File: config.mk
export PLATFORM = sky130hd
export DESIGN_NAME = cd_sector_feeder
export DESIGN_NICKNAME = d
export VERILOG_FILES = /design/src/rtl/cd_sector_feeder.sv
export SDC_FILE = /design/constraint.sdc
export NUM_CORES = 1
export LEC_CHECK = 0
export ABC_AREA = 1
export BUFFER_PORTS_ARGS = -buffer_cell sky130_fd_sc_hd__buf_2
export CORE_AREA = 5 5 117 174
export DETAILED_ROUTE_END_ITERATION = 12
export DIE_AREA = 0 0 122 179
export PLACE_DENSITY_LB_ADDON = 0.08
export SLEW_MARGIN = 20
export SYNTH_ARGS = -nofsm -noshare
export SYNTH_HDL_FRONTEND = slang
export SYNTH_SLANG_ARGS = --single-unit
File: constraint.sdc
create_clock -name CLK_12M -period 8.9 [get_ports CLK_12M]
set_input_delay 1.78 -clock CLK_12M [delete_from_list [all_inputs] [get_ports CLK_12M]]
set_output_delay 1.78 -clock CLK_12M [all_outputs]
set_load 0.01 [all_outputs]
File: src/rtl/cd_sector_feeder.sv
// cd_sector_feeder: paces CD sector delivery at 1x/2x, requests each sector
// from the HPS by LBA, streams the received words into the sector buffer RAM
// and announces each finished sector with BCD MSF + MSF_LATCH + SECTOR_READY.
module cd_sector_feeder #(
  parameter int unsigned SECTOR_PERIOD = 160000,
  parameter int unsigned SECTOR_WORDS  = 1024,
  parameter int unsigned LBA_OFFSET    = 150
) (
  input  logic        CLK_12M,
  input  logic        nRESET,
  input  logic        PLAY,
  input  logic        SPEED_2X,
  input  logic        LBA_LOAD,
  input  logic [18:0] LBA_START,
  output logic        BUSY,
  output logic        REQ,
  output logic [18:0] REQ_LBA,
  input  logic        HOST_ACK,
  input  logic        DIN_VALID,
  input  logic [15:0] DIN,
  input  logic        BUF_LOCK,
  output logic        BUF_WE,
  output logic [9:0]  BUF_ADDR,
  output logic [15:0] BUF_DATA,
  output logic [7:0]  MSF_M,
  output logic [7:0]  MSF_S,
  output logic [7:0]  MSF_F,
  output logic        MSF_LATCH,
  output logic        SECTOR_READY,
  output logic        OVERRUN,
  input  logic        OVR_CLR
);

  localparam int unsigned CNT_W = $clog2(SECTOR_PERIOD + 1);
  localparam logic [CNT_W-1:0] LOAD_1X   = CNT_W'(SECTOR_PERIOD - 1);
  localparam logic [CNT_W-1:0] LOAD_2X   = CNT_W'(SECTOR_PERIOD / 2 - 1);
  localparam logic [9:0]       LAST_WORD = 10'(SECTOR_WORDS - 1);
  localparam logic [19:0]      FR_MIN    = 20'd4500;
  localparam logic [19:0]      FR_SEC    = 20'd75;

  typedef enum logic [2:0] {
    S_IDLE      = 3'd0,
    S_CONV      = 3'd1,
    S_WAIT_TICK = 3'd2,
    S_REQUEST   = 3'd3,
    S_RECEIVE   = 3'd4,
    S_DONE      = 3'd5
  } state_t;

  // Binary 0..99 to two BCD digits.
  function automatic logic [7:0] to_bcd(input logic [6:0] v);
    logic [3:0] tens;
    logic [3:0] ones;
    tens = 4'(v / 7'd10);
    ones = 4'(v - (7'(tens) * 7'd10));
    return {tens, ones};
  endfunction

  state_t           r_state;
  state_t           w_state_nxt;
  logic [CNT_W-1:0] r_tick_cnt;
  logic [18:0]      r_lba;
  logic [19:0]      r_rem;
  logic [6:0]       r_m;
  logic [6:0]       r_s;
  logic [6:0]       r_f;
  logic [9:0]       r_wcnt;
  logic             r_done_ph;
  logic             r_busy;
  logic             r_req;
  logic [18:0]      r_req_lba;
  logic             r_buf_we;
  logic [9:0]       r_buf_addr;
  logic [15:0]      r_buf_data;
  logic [7:0]       r_msf_m;
  logic [7:0]       r_msf_s;
  logic [7:0]       r_msf_f;
  logic             r_msf_latch;
  logic             r_sector_ready;
  logic             r_overrun;

  logic w_active;
  logic w_run;
  logic w_abort;
  logic w_tick;
  logic w_load;
  logic w_start;
  logic w_conv_min;
  logic w_conv_sec;
  logic w_conv_end;
  logic w_req_set;
  logic w_ack;
  logic w_wr;
  logic w_latch;
  logic w_ready;
  logic w_ovr_set;

  // Control strobes derived from the current state and inputs.
  always_comb begin
    w_active   = (r_state == S_WAIT_TICK) || (r_state == S_REQUEST) ||
                 (r_state == S_RECEIVE)   || (r_state == S_DONE);
    w_run      = w_active && PLAY;
    w_abort    = w_active && !PLAY;
    w_tick     = w_run && (r_tick_cnt == '0);
    w_load     = (r_state == S_IDLE) && LBA_LOAD;
    w_start    = (r_state == S_IDLE) && !LBA_LOAD && PLAY;
    w_conv_min = (r_state == S_CONV) && (r_rem >= FR_MIN);
    w_conv_sec = (r_state == S_CONV) && (r_rem < FR_MIN) && (r_rem >= FR_SEC);
    w_conv_end = (r_state == S_CONV) && (r_rem < FR_SEC);
    w_req_set  = (r_state == S_WAIT_TICK) && w_tick && !BUF_LOCK;
    w_ack      = (r_state == S_REQUEST) && PLAY && HOST_ACK;
    w_wr       = (r_state == S_RECEIVE) && PLAY && DIN_VALID;
    w_latch    = (r_state == S_DONE) && PLAY && !r_done_ph;
    w_ready    = (r_state == S_DONE) && PLAY && r_done_ph;
    // A tick outside WAIT_TICK means the slot was missed; in WAIT_TICK only a locked buffer misses it.
    w_ovr_set  = w_tick && ((r_state != S_WAIT_TICK) || BUF_LOCK);
  end

  // Next-state logic.
  always_comb begin
    w_state_nxt = r_state;
    case (r_state)
      S_IDLE: begin
        if (LBA_LOAD)  w_state_nxt = S_CONV;
        else if (PLAY) w_state_nxt = S_WAIT_TICK;
        else           w_state_nxt = S_IDLE;
      end
      S_CONV: begin
        if (w_conv_end) w_state_nxt = S_IDLE;
        else            w_state_nxt = S_CONV;
      end
      S_WAIT_TICK: begin
        if (w_abort)        w_state_nxt = S_IDLE;
        else if (w_req_set) w_state_nxt = S_REQUEST;
        else                w_state_nxt = S_WAIT_TICK;
      end
      S_REQUEST: begin
        if (w_abort)    w_state_nxt = S_IDLE;
        else if (w_ack) w_state_nxt = S_RECEIVE;
        else            w_state_nxt = S_REQUEST;
      end
      S_RECEIVE: begin
        if (w_abort)                           w_state_nxt = S_IDLE;
        else if (w_wr && (r_wcnt == LAST_WORD)) w_state_nxt = S_DONE;
        else                                   w_state_nxt = S_RECEIVE;
      end
      S_DONE: begin
        if (w_abort)      w_state_nxt = S_IDLE;
        else if (w_ready) w_state_nxt = S_WAIT_TICK;
        else              w_state_nxt = S_DONE;
      end
      default: w_state_nxt = S_IDLE;
    endcase
  end

  // State register.
  always_ff @(posedge CLK_12M) begin
    if (!nRESET) r_state <= S_IDLE;
    else         r_state <= w_state_nxt;
  end

  // Sector pacing counter; the speed setting is sampled only at (re)load.
  always_ff @(posedge CLK_12M) begin
    if (!nRESET)                              r_tick_cnt <= '0;
    else if (w_start || (w_run && (r_tick_cnt == '0))) r_tick_cnt <= SPEED_2X ? LOAD_2X : LOAD_1X;
    else if (w_run)                           r_tick_cnt <= r_tick_cnt - 1'b1;
    else                                      r_tick_cnt <= r_tick_cnt;
  end

  // LBA, LBA-to-MSF conversion by repeated subtraction, and per-sector MSF advance.
  always_ff @(posedge CLK_12M) begin
    if (!nRESET) begin
      r_lba  <= 19'd0;
      r_rem  <= 20'd0;
      r_m    <= 7'd0;
      r_s    <= 7'd0;
      r_f    <= 7'd0;
      r_busy <= 1'b0;
    end else if (w_load) begin
      r_lba  <= LBA_START;
      r_rem  <= 20'(LBA_START) + 20'(LBA_OFFSET);
      r_m    <= 7'd0;
      r_s    <= 7'd0;
      r_f    <= 7'd0;
      r_busy <= 1'b1;
    end else if (w_conv_min) begin
      r_rem <= r_rem - FR_MIN;
      r_m   <= (r_m == 7'd99) ? 7'd0 : r_m + 7'd1;
    end else if (w_conv_sec) begin
      r_rem <= r_rem - FR_SEC;
      r_s   <= r_s + 7'd1;
    end else if (w_conv_end) begin
      r_f    <= r_rem[6:0];
      r_busy <= 1'b0;
    end else if (w_ready) begin
      r_lba <= r_lba + 19'd1;
      if (r_f == 7'd74) begin
        r_f <= 7'd0;
        if (r_s == 7'd59) begin
          r_s <= 7'd0;
          r_m <= (r_m == 7'd99) ? 7'd0 : r_m + 7'd1;
        end else begin
          r_s <= r_s + 7'd1;
        end
      end else begin
        r_f <= r_f + 7'd1;
      end
    end else begin
      r_lba <= r_lba;
    end
  end

  // Host request handshake.
  always_ff @(posedge CLK_12M) begin
    if (!nRESET) begin
      r_req     <= 1'b0;
      r_req_lba <= 19'd0;
    end else if (w_req_set) begin
      r_req     <= 1'b1;
      r_req_lba <= r_lba;
    end else if (w_ack || w_abort) begin
      r_req     <= 1'b0;
    end else begin
      r_req     <= r_req;
    end
  end

  // Buffer write port: one-cycle registered copy of each accepted word.
  always_ff @(posedge CLK_12M) begin
    if (!nRESET) begin
      r_wcnt     <= 10'd0;
      r_buf_we   <= 1'b0;
      r_buf_addr <= 10'd0;
      r_buf_data <= 16'd0;
    end else begin
      r_buf_we <= w_wr;
      if (w_ack) begin
        r_wcnt <= 10'd0;
      end else if (w_wr) begin
        r_wcnt     <= r_wcnt + 10'd1;
        r_buf_addr <= r_wcnt;
        r_buf_data <= DIN;
      end else begin
        r_wcnt <= r_wcnt;
      end
    end
  end

  // Sector completion: BCD MSF latch, then ready pulse on the following cycle.
  always_ff @(posedge CLK_12M) begin
    if (!nRESET) begin
      r_done_ph      <= 1'b0;
      r_msf_m        <= 8'h00;
      r_msf_s        <= 8'h00;
      r_msf_f        <= 8'h00;
      r_msf_latch    <= 1'b0;
      r_sector_ready <= 1'b0;
    end else begin
      r_done_ph      <= w_latch;
      r_msf_latch    <= w_latch;
      r_sector_ready <= w_ready;
      if (w_latch) begin
        r_msf_m <= to_bcd(r_m);
        r_msf_s <= to_bcd(r_s);
        r_msf_f <= to_bcd(r_f);
      end else begin
        r_msf_m <= r_msf_m;
      end
    end
  end

  // Sticky overrun flag; a set in the same cycle as a clear wins.
  always_ff @(posedge CLK_12M) begin
    if (!nRESET)        r_overrun <= 1'b0;
    else if (w_ovr_set) r_overrun <= 1'b1;
    else if (OVR_CLR)   r_overrun <= 1'b0;
    else                r_overrun <= r_overrun;
  end

  assign BUSY         = r_busy;
  assign REQ          = r_req;
  assign REQ_LBA      = r_req_lba;
  assign BUF_WE       = r_buf_we;
  assign BUF_ADDR     = r_buf_addr;
  assign BUF_DATA     = r_buf_data;
  assign MSF_M        = r_msf_m;
  assign MSF_S        = r_msf_s;
  assign MSF_F        = r_msf_f;
  assign MSF_LATCH    = r_msf_latch;
  assign SECTOR_READY = r_sector_ready;
  assign OVERRUN      = r_overrun;

endmodule

# --- Yosys cells after proc, flatten, opt, wreduce, memory -nomap -nowiden ---
# Cells that the tools add are included.
word_totals:
  output_inout_bits: 75
  ramBits: 0
  wordCells: 161
  inputBits: 44
  memories: 0
  latchBits: 0
  rom_bits: 0
  reg_bits: 166
op_classes:
  bitwise: 4
  mul: 3
  eq_ne: 16
  add_sub_neg: 12
  reduce_logical: 53
  n_mux: 46
  shift: 0
  div: 3
  n_lt_le_gt_ge: 4
ops:
  columns: ["operator", "n"]
  rows:
  - ["7-bit two-way mux", 15]
  - ["19-bit two-way mux", 5]
  - ["20-bit two-way mux", 3]
  - ["18-bit two-way mux", 3]
  - ["2-bit nonzero test", 11]
  - ["7-bit by 1-bit adder with 7-bit output (second input constant)", 3]
  - ["7-bit by 4-bit divider with 7-bit output (second input constant)", 3]
  - ["1-bit logical AND", 21]
  - ["19-bit by 8-bit adder with 20-bit output (second input constant)", 1]
  - ["20-bit by 13-bit greater-or-equal comparator with 1-bit output (second input constant)", 1]
  - ["20-bit by 7-bit greater-or-equal comparator with 1-bit output (second input constant)", 1]
  - ["20-bit by 13-bit < comparator with 1-bit output (second input constant)", 1]
  - ["20-bit by 7-bit < comparator with 1-bit output (second input constant)", 1]
  - ["20-bit by 13-bit subtractor with 20-bit output (second input constant)", 1]
  - ["20-bit by 7-bit subtractor with 20-bit output (second input constant)", 1]
  - ["19-bit by 1-bit adder with 19-bit output (second input constant)", 1]
  - ["18-bit zero test", 1]
  - ["3-bit one-hot mux with 6 select lines", 1]
  - ["18-bit by 1-bit subtractor with 18-bit output (second input constant)", 1]
  - ["3-bit two-way mux", 5]
  - ["7-bit == test (second input constant)", 2]
  - ["4-bit by 3-bit multiplier with 3-bit output (second input constant)", 3]
  - ["2-bit inequality test (second input constant)", 6]
  - ["4-bit subtractor", 3]
  - ["other kinds (19)", 47]

# --- Longest topological paths before layout ---
depth:
  word_depth: 11
  depth_mapped: 25
  depth_no_buf: 25

# --- Worst setup path before layout ---
# No wires, ideal clock.
synth_path:
  path_type: "in2reg"
  startpoint: "input port LBA_START[1]"
  endpoint: "register r_rem[17]"
  setup_ps: 117
  required_time_ps: 8783
  n_path_buf: 0
  slack_ps: 5526
  stages: 13
  arrival_time_ps: 3257
  path_cell_list: "inv_1 ha_1 nor2_1 nor2_1 o21ai_0 nand3_1 inv_1 nand4_1 or2_2 nand2_1 nand2_1 a21oi_1 nor2_1"
synth_between:
  elab_chain_len: 2
synth_lines:
  columns: ["element", "line", "source"]
  rows:
  - ["start: declaration", "14", "input logic [18:0] LBA_START,"]
  - ["19-bit by 8-bit adder with 20-bit output", "181", "r_rem <= 20'(LBA_START) + 20'(LBA_OFFSET);"]
  - ["20-bit two-way mux", "179", "end else if (w_load) begin"]
  - ["end signal: assignment", "181", null]
  - ["end signal: assignment", "187", "r_rem <= r_rem - FR_MIN;"]
  - ["end signal: assignment", "190", "r_rem <= r_rem - FR_SEC;"]
  - ["end: declaration", "63", "logic [19:0] r_rem;"]
# No other way between the ends.
# A chain may end at the register's enable or synchronous reset.

# --- Worst setup path in the final report ---
layout_path:
  startpoint: "input port PLAY"
  endpoint: "register r_wcnt[9]"
layout_between:
  elab_chain_len: 3
  word_cells_on_any_way: 5
  classes_between: "reduce/logical: 5"
layout_lines:
  columns: ["element", "line", "source"]
  rows:
  - ["start: declaration", "11", "input logic PLAY,"]
  - ["1-bit logical AND (2 in a row)", "111", "w_ack = (r_state == S_REQUEST) && PLAY && HOST_ACK;"]
  - ["2-bit OR reduction (no source line)", null, null]
  - ["end signal: assignment", "240", "r_wcnt <= r_wcnt + 10'd1;"]
  - ["end signal: assignment", "244", "r_wcnt <= r_wcnt;"]
  - ["end: declaration", "67", "logic [9:0] r_wcnt;"]
# Several ways; a longest one is shown, not always the timed one.

==> results.txt <==
The flow ran to the end, and the final reports show no timing, DRC or antenna violations. The number of inserted diodes is 0. From bottom edge to top edge, the die measures 179 um.

In this run the clock root is driven by a sky130_fd_sc_hd__clkbuf_16. By area the synthesized netlist is led by sky130_fd_sc_hd__dfxtp_1, sky130_fd_sc_hd__nand2_1, sky130_fd_sc_hd__inv_1, sky130_fd_sc_hd__o21ai_0, sky130_fd_sc_hd__nor2_1. The maximum root-to-sink buffer count came out at 2.

The count of antenna-violating nets left after detailed routing is 0. The via count of the first global-routing pass came out at 9,095. The initial standard-cell utilization of the core is 54.0%.

The leakage power summed over all cells is 5.19 nW. The final critical-path share of the clock period came out at 46.3%. The signal on the critical path passes through buf_2 -> inv_1 -> nor2_1 -> nand2_1 -> clkinv_1 -> nand2_1 -> inv_1 -> nand4_1 -> nor3_1 -> xor2_1 -> nor2_1. The initial antenna violation count is 0.

The peak clock frequency supported by timing is 243 MHz. Using the TritonRoute via totals, the vias-per-cell ratio works out to 5.30. The number of levels the H-tree was split into came out at 4. The maximum number of pins on one net before global-route repair is 79. The final worst hold slack came out at 0.463 ns. The worst hold path belongs to the class flip-flop to flip-flop.

After the last flow step, the layout net total stands at 1,680. The number of warnings reported in the yosys synthesis log came out at 0. Pin placement for this block handled 119 I/O pins. For met1 alone, demand over resource in global routing was 29.6%. Among all stages on the critical path, the largest delay is contributed by sky130_fd_sc_hd__clkinv_1.

Dividing the detail-routed wire length by the instance count gives 14.4 um. After detailed routing, the number of remaining DRC violations is 0. The post-detailed-routing wire length came out at 26,900 um. The final number of setup-violating endpoints is 0.

Registers take 3320 um2. The clock network latency to the later pin of the worst-skew pair came out at 0.44 ns. The number of different library cells used by synthesis comes to 50. The first global-routing pass estimated 43,800 um of wire. The remaining global-route overflow came out at 0. Among all flip-flop cells after synthesis, the most frequent one is sky130_fd_sc_hd__dfxtp_1.

The maximum resistive drop on vdd is 0.000127 V. The number of flops mapped to enable cells by yosys is 0. The global-route usage over all layers came out at 24.8%. Yosys instantiated no cell more often than sky130_fd_sc_hd__nand2_1. Synthesis produced a netlist whose cell count is 1,519. The first detailed-routing pass took 6 iterations. The number of I/O port buffers came out at 118. The minimum period implied by the final worst setup slack is 4.12 ns. The actual slew at the worst max-slew pin came out at 0.886 ns. The synthesized cell area is 10,000 um2. The number of setup buffers added after CTS is 0. After routing the design area is 11,300 um2. The number of vias in the routed layout is 9,936. Across the run, the number of max-cap violations was 0. The post-synthesis net count came out at 1,591. CTS saw 166 sinks. The placed wire-length estimate is 19,900 um.

The overall die width came out at 122 um. The total count of hold-check failures in the final report came out at 0. For the worst setup path, the data required time is 9.27 ns.

After synthesis the netlist holds a flip-flop and latch count of 166. The met3 demand-to-capacity share in global routing is 5.15%. The sequential share of the synthesized area came out at 33.2%. After floorplanning, the core was divided into 61 placement rows. The largest fanout on the critical path came out at 36. The placed instances occupy a cell area of 10,700 um2. The setup skew after layout is 0.0147 ns. The setup path with the least slack is of type input port to flip-flop. TritonCTS built the clock tree.

Setup repair after global routing left no endpoint under its margin. The largest total area in the synthesized netlist belongs to sky130_fd_sc_hd__dfxtp_1. Summed over all failing endpoints, the final setup total negative slack is 0 ns. The core region is 18,500 um2. Buffers inserted to repair hold after CTS numbered 0. The die footprint is 21,800 um2.

Clock-pin slew was measured on the worst setup and hold paths at 0.08 ns. The first-iteration detailed-routing DRC count is 734. The growth of design area from synthesis to finish is 12.9%. The data arrival time of the worst path came out at 4.49 ns. The async set-or-reset flop fraction in the synthesized netlist is 0%. The proportion of layout cells with a drive suffix above 1 came out at 13.6%. The multi-input combinational cells in the finished layout cover a total of 5640 um2. On the worst path, the slowest cell contributes a delay of 0.96 ns. The number of buffers created by CTS is 17.

In this run the tightest slew margin relative to its limit is 40.5%. By count the netlist is led by sky130_fd_sc_hd__nand2_1, sky130_fd_sc_hd__inv_1, sky130_fd_sc_hd__dfxtp_1. The worst setup path is launched from an input port. The final weighted congestion in routability-driven placement is 0.898. STA classifies the critical path endpoint as a flip-flop. The global routing's busiest layer is met2. The met2 global-route usage is 43.8%.

The count of final max-slew check failures came out at 0. Gates resized during post-CTS repair numbered 0. The mean post-synth cell area came out at 6.59 um2. The count of filler cells inserted in the layout came out at 1,838.

The cell area power density came out at 193 nW/um2. The share of the synthesized area in the top cell type is 33.2%.
[per-stage QoR]
step	util [%]	power (mW)	worst slack (ns)	instances
after floorplan	-	1.31	5.53	1519
after global routing	60.9	2.31	4.40	1873
after CTS	60.9	2.19	4.76	1873
final	60.9	2.18	4.78	1873
after detailed placement	57.6	1.43	4.27	1841
after global placement	57.6	1.43	4.35	1841
[per-layer routing]
metal  vias up  part of all wire (%)
met5         -                     0
met4         0                   2.7
met3        53                   5.2
met2       231                    50
met1      4529                    42
li1       5123                     -
[cells in the final DEF, fill, tap and decap left out, types with 4 or more instances in the layout]
cell                        netlist  layout
sky130_fd_sc_hd__buf_4            2       5
sky130_fd_sc_hd__o211ai_1        10      10
sky130_fd_sc_hd__o21ai_2          5       5
sky130_fd_sc_hd__nand2_1        334     334
sky130_fd_sc_hd__nand2_2         16      16
sky130_fd_sc_hd__a21oi_1        116     116
sky130_fd_sc_hd__buf_2           10     118
sky130_fd_sc_hd__or2_2            6       6
sky130_fd_sc_hd__dfxtp_1        166     166
sky130_fd_sc_hd__clkbuf_16        0      17
sky130_fd_sc_hd__nor2_1         158     157
sky130_fd_sc_hd__nand3_1        102     102
sky130_fd_sc_hd__xor2_1          56      56
sky130_fd_sc_hd__clkinv_8         0       5
sky130_fd_sc_hd__inv_2           15      16
sky130_fd_sc_hd__a211oi_1         8       8
sky130_fd_sc_hd__o22ai_1          4       4
sky130_fd_sc_hd__inv_1          191     190
sky130_fd_sc_hd__o221ai_1         5       5
sky130_fd_sc_hd__a31oi_1         23      23
sky130_fd_sc_hd__nor2_4           3       4
sky130_fd_sc_hd__nor3_1          29      29
sky130_fd_sc_hd__nand4_1         26      26
sky130_fd_sc_hd__nor3_2           4       4
sky130_fd_sc_hd__nor2_2           5       5
sky130_fd_sc_hd__ha_1            25      25
sky130_fd_sc_hd__nor4_1           6       6
sky130_fd_sc_hd__nand3b_1         5       5
sky130_fd_sc_hd__o21ai_0        119     119
[critical path: cells and delay by family]
family / cells / cell delay (ns)
xor+xnor: 1 / 0.14
buf+inv: 4 / 1.29
simple gates: 6 / 1.27
[registers in the layout, indices dropped and copies added, names as in the netlist]
signal	cells
r_tick_cnt	18
BUF_DATA	16
OVERRUN	1
MSF_M	8
r_f	7
SECTOR_READY	1
r_wcnt	10
BUF_WE	1
REQ_LBA	19
r_s	7
MSF_LATCH	1
r_m	7
REQ	1
r_state	3
r_lba	19
MSF_S	8
r_rem	20
BUSY	1
MSF_F	8
BUF_ADDR	10
[final timing paths]
| check | from | to | slack, ns | cells past startpoint |
|---|---|---|---|---|
| setup / recovery | PLAY | r_wcnt[9] | 4.78 | 11 |
| hold / removal | BUF_DATA[12] | BUF_DATA[12] | 0.46 | 2 |
| setup reg to reg | r_f[6] | MSF_F[3] | 5.65 | 21 |
| hold reg to reg | BUF_DATA[12] | BUF_DATA[12] | 0.46 | 2 |
[cell type report]
cell class	instances	area share (%)
timing repair buffer	123	5.56
multi-input combinational	1092	49.9
clock buffer	17	3.76
clock inverter	15	1.68
sequential	166	29.4
inverter	208	6.91
tap	252	2.79
[logic make-up after synthesis]
logic type               Yosys count  share of synthesized area [%]
AO/OA/AOI/OAI                    303                           16.6
adder cells (fa/ha/maj)           28                           3.73
buffers and inverters            261                           10.5
AND/OR/NAND/NOR                  704                           30.9
flip-flops                       166                           33.2
XOR/XNOR                          57                           4.99
[power by group]
group,internal [mW],switching [mW]
combinational,0.193,0.386
clock,0.384,0.371
sequential,0.785,0.0608
Note: power is estimated with default switching activity, not from simulation.
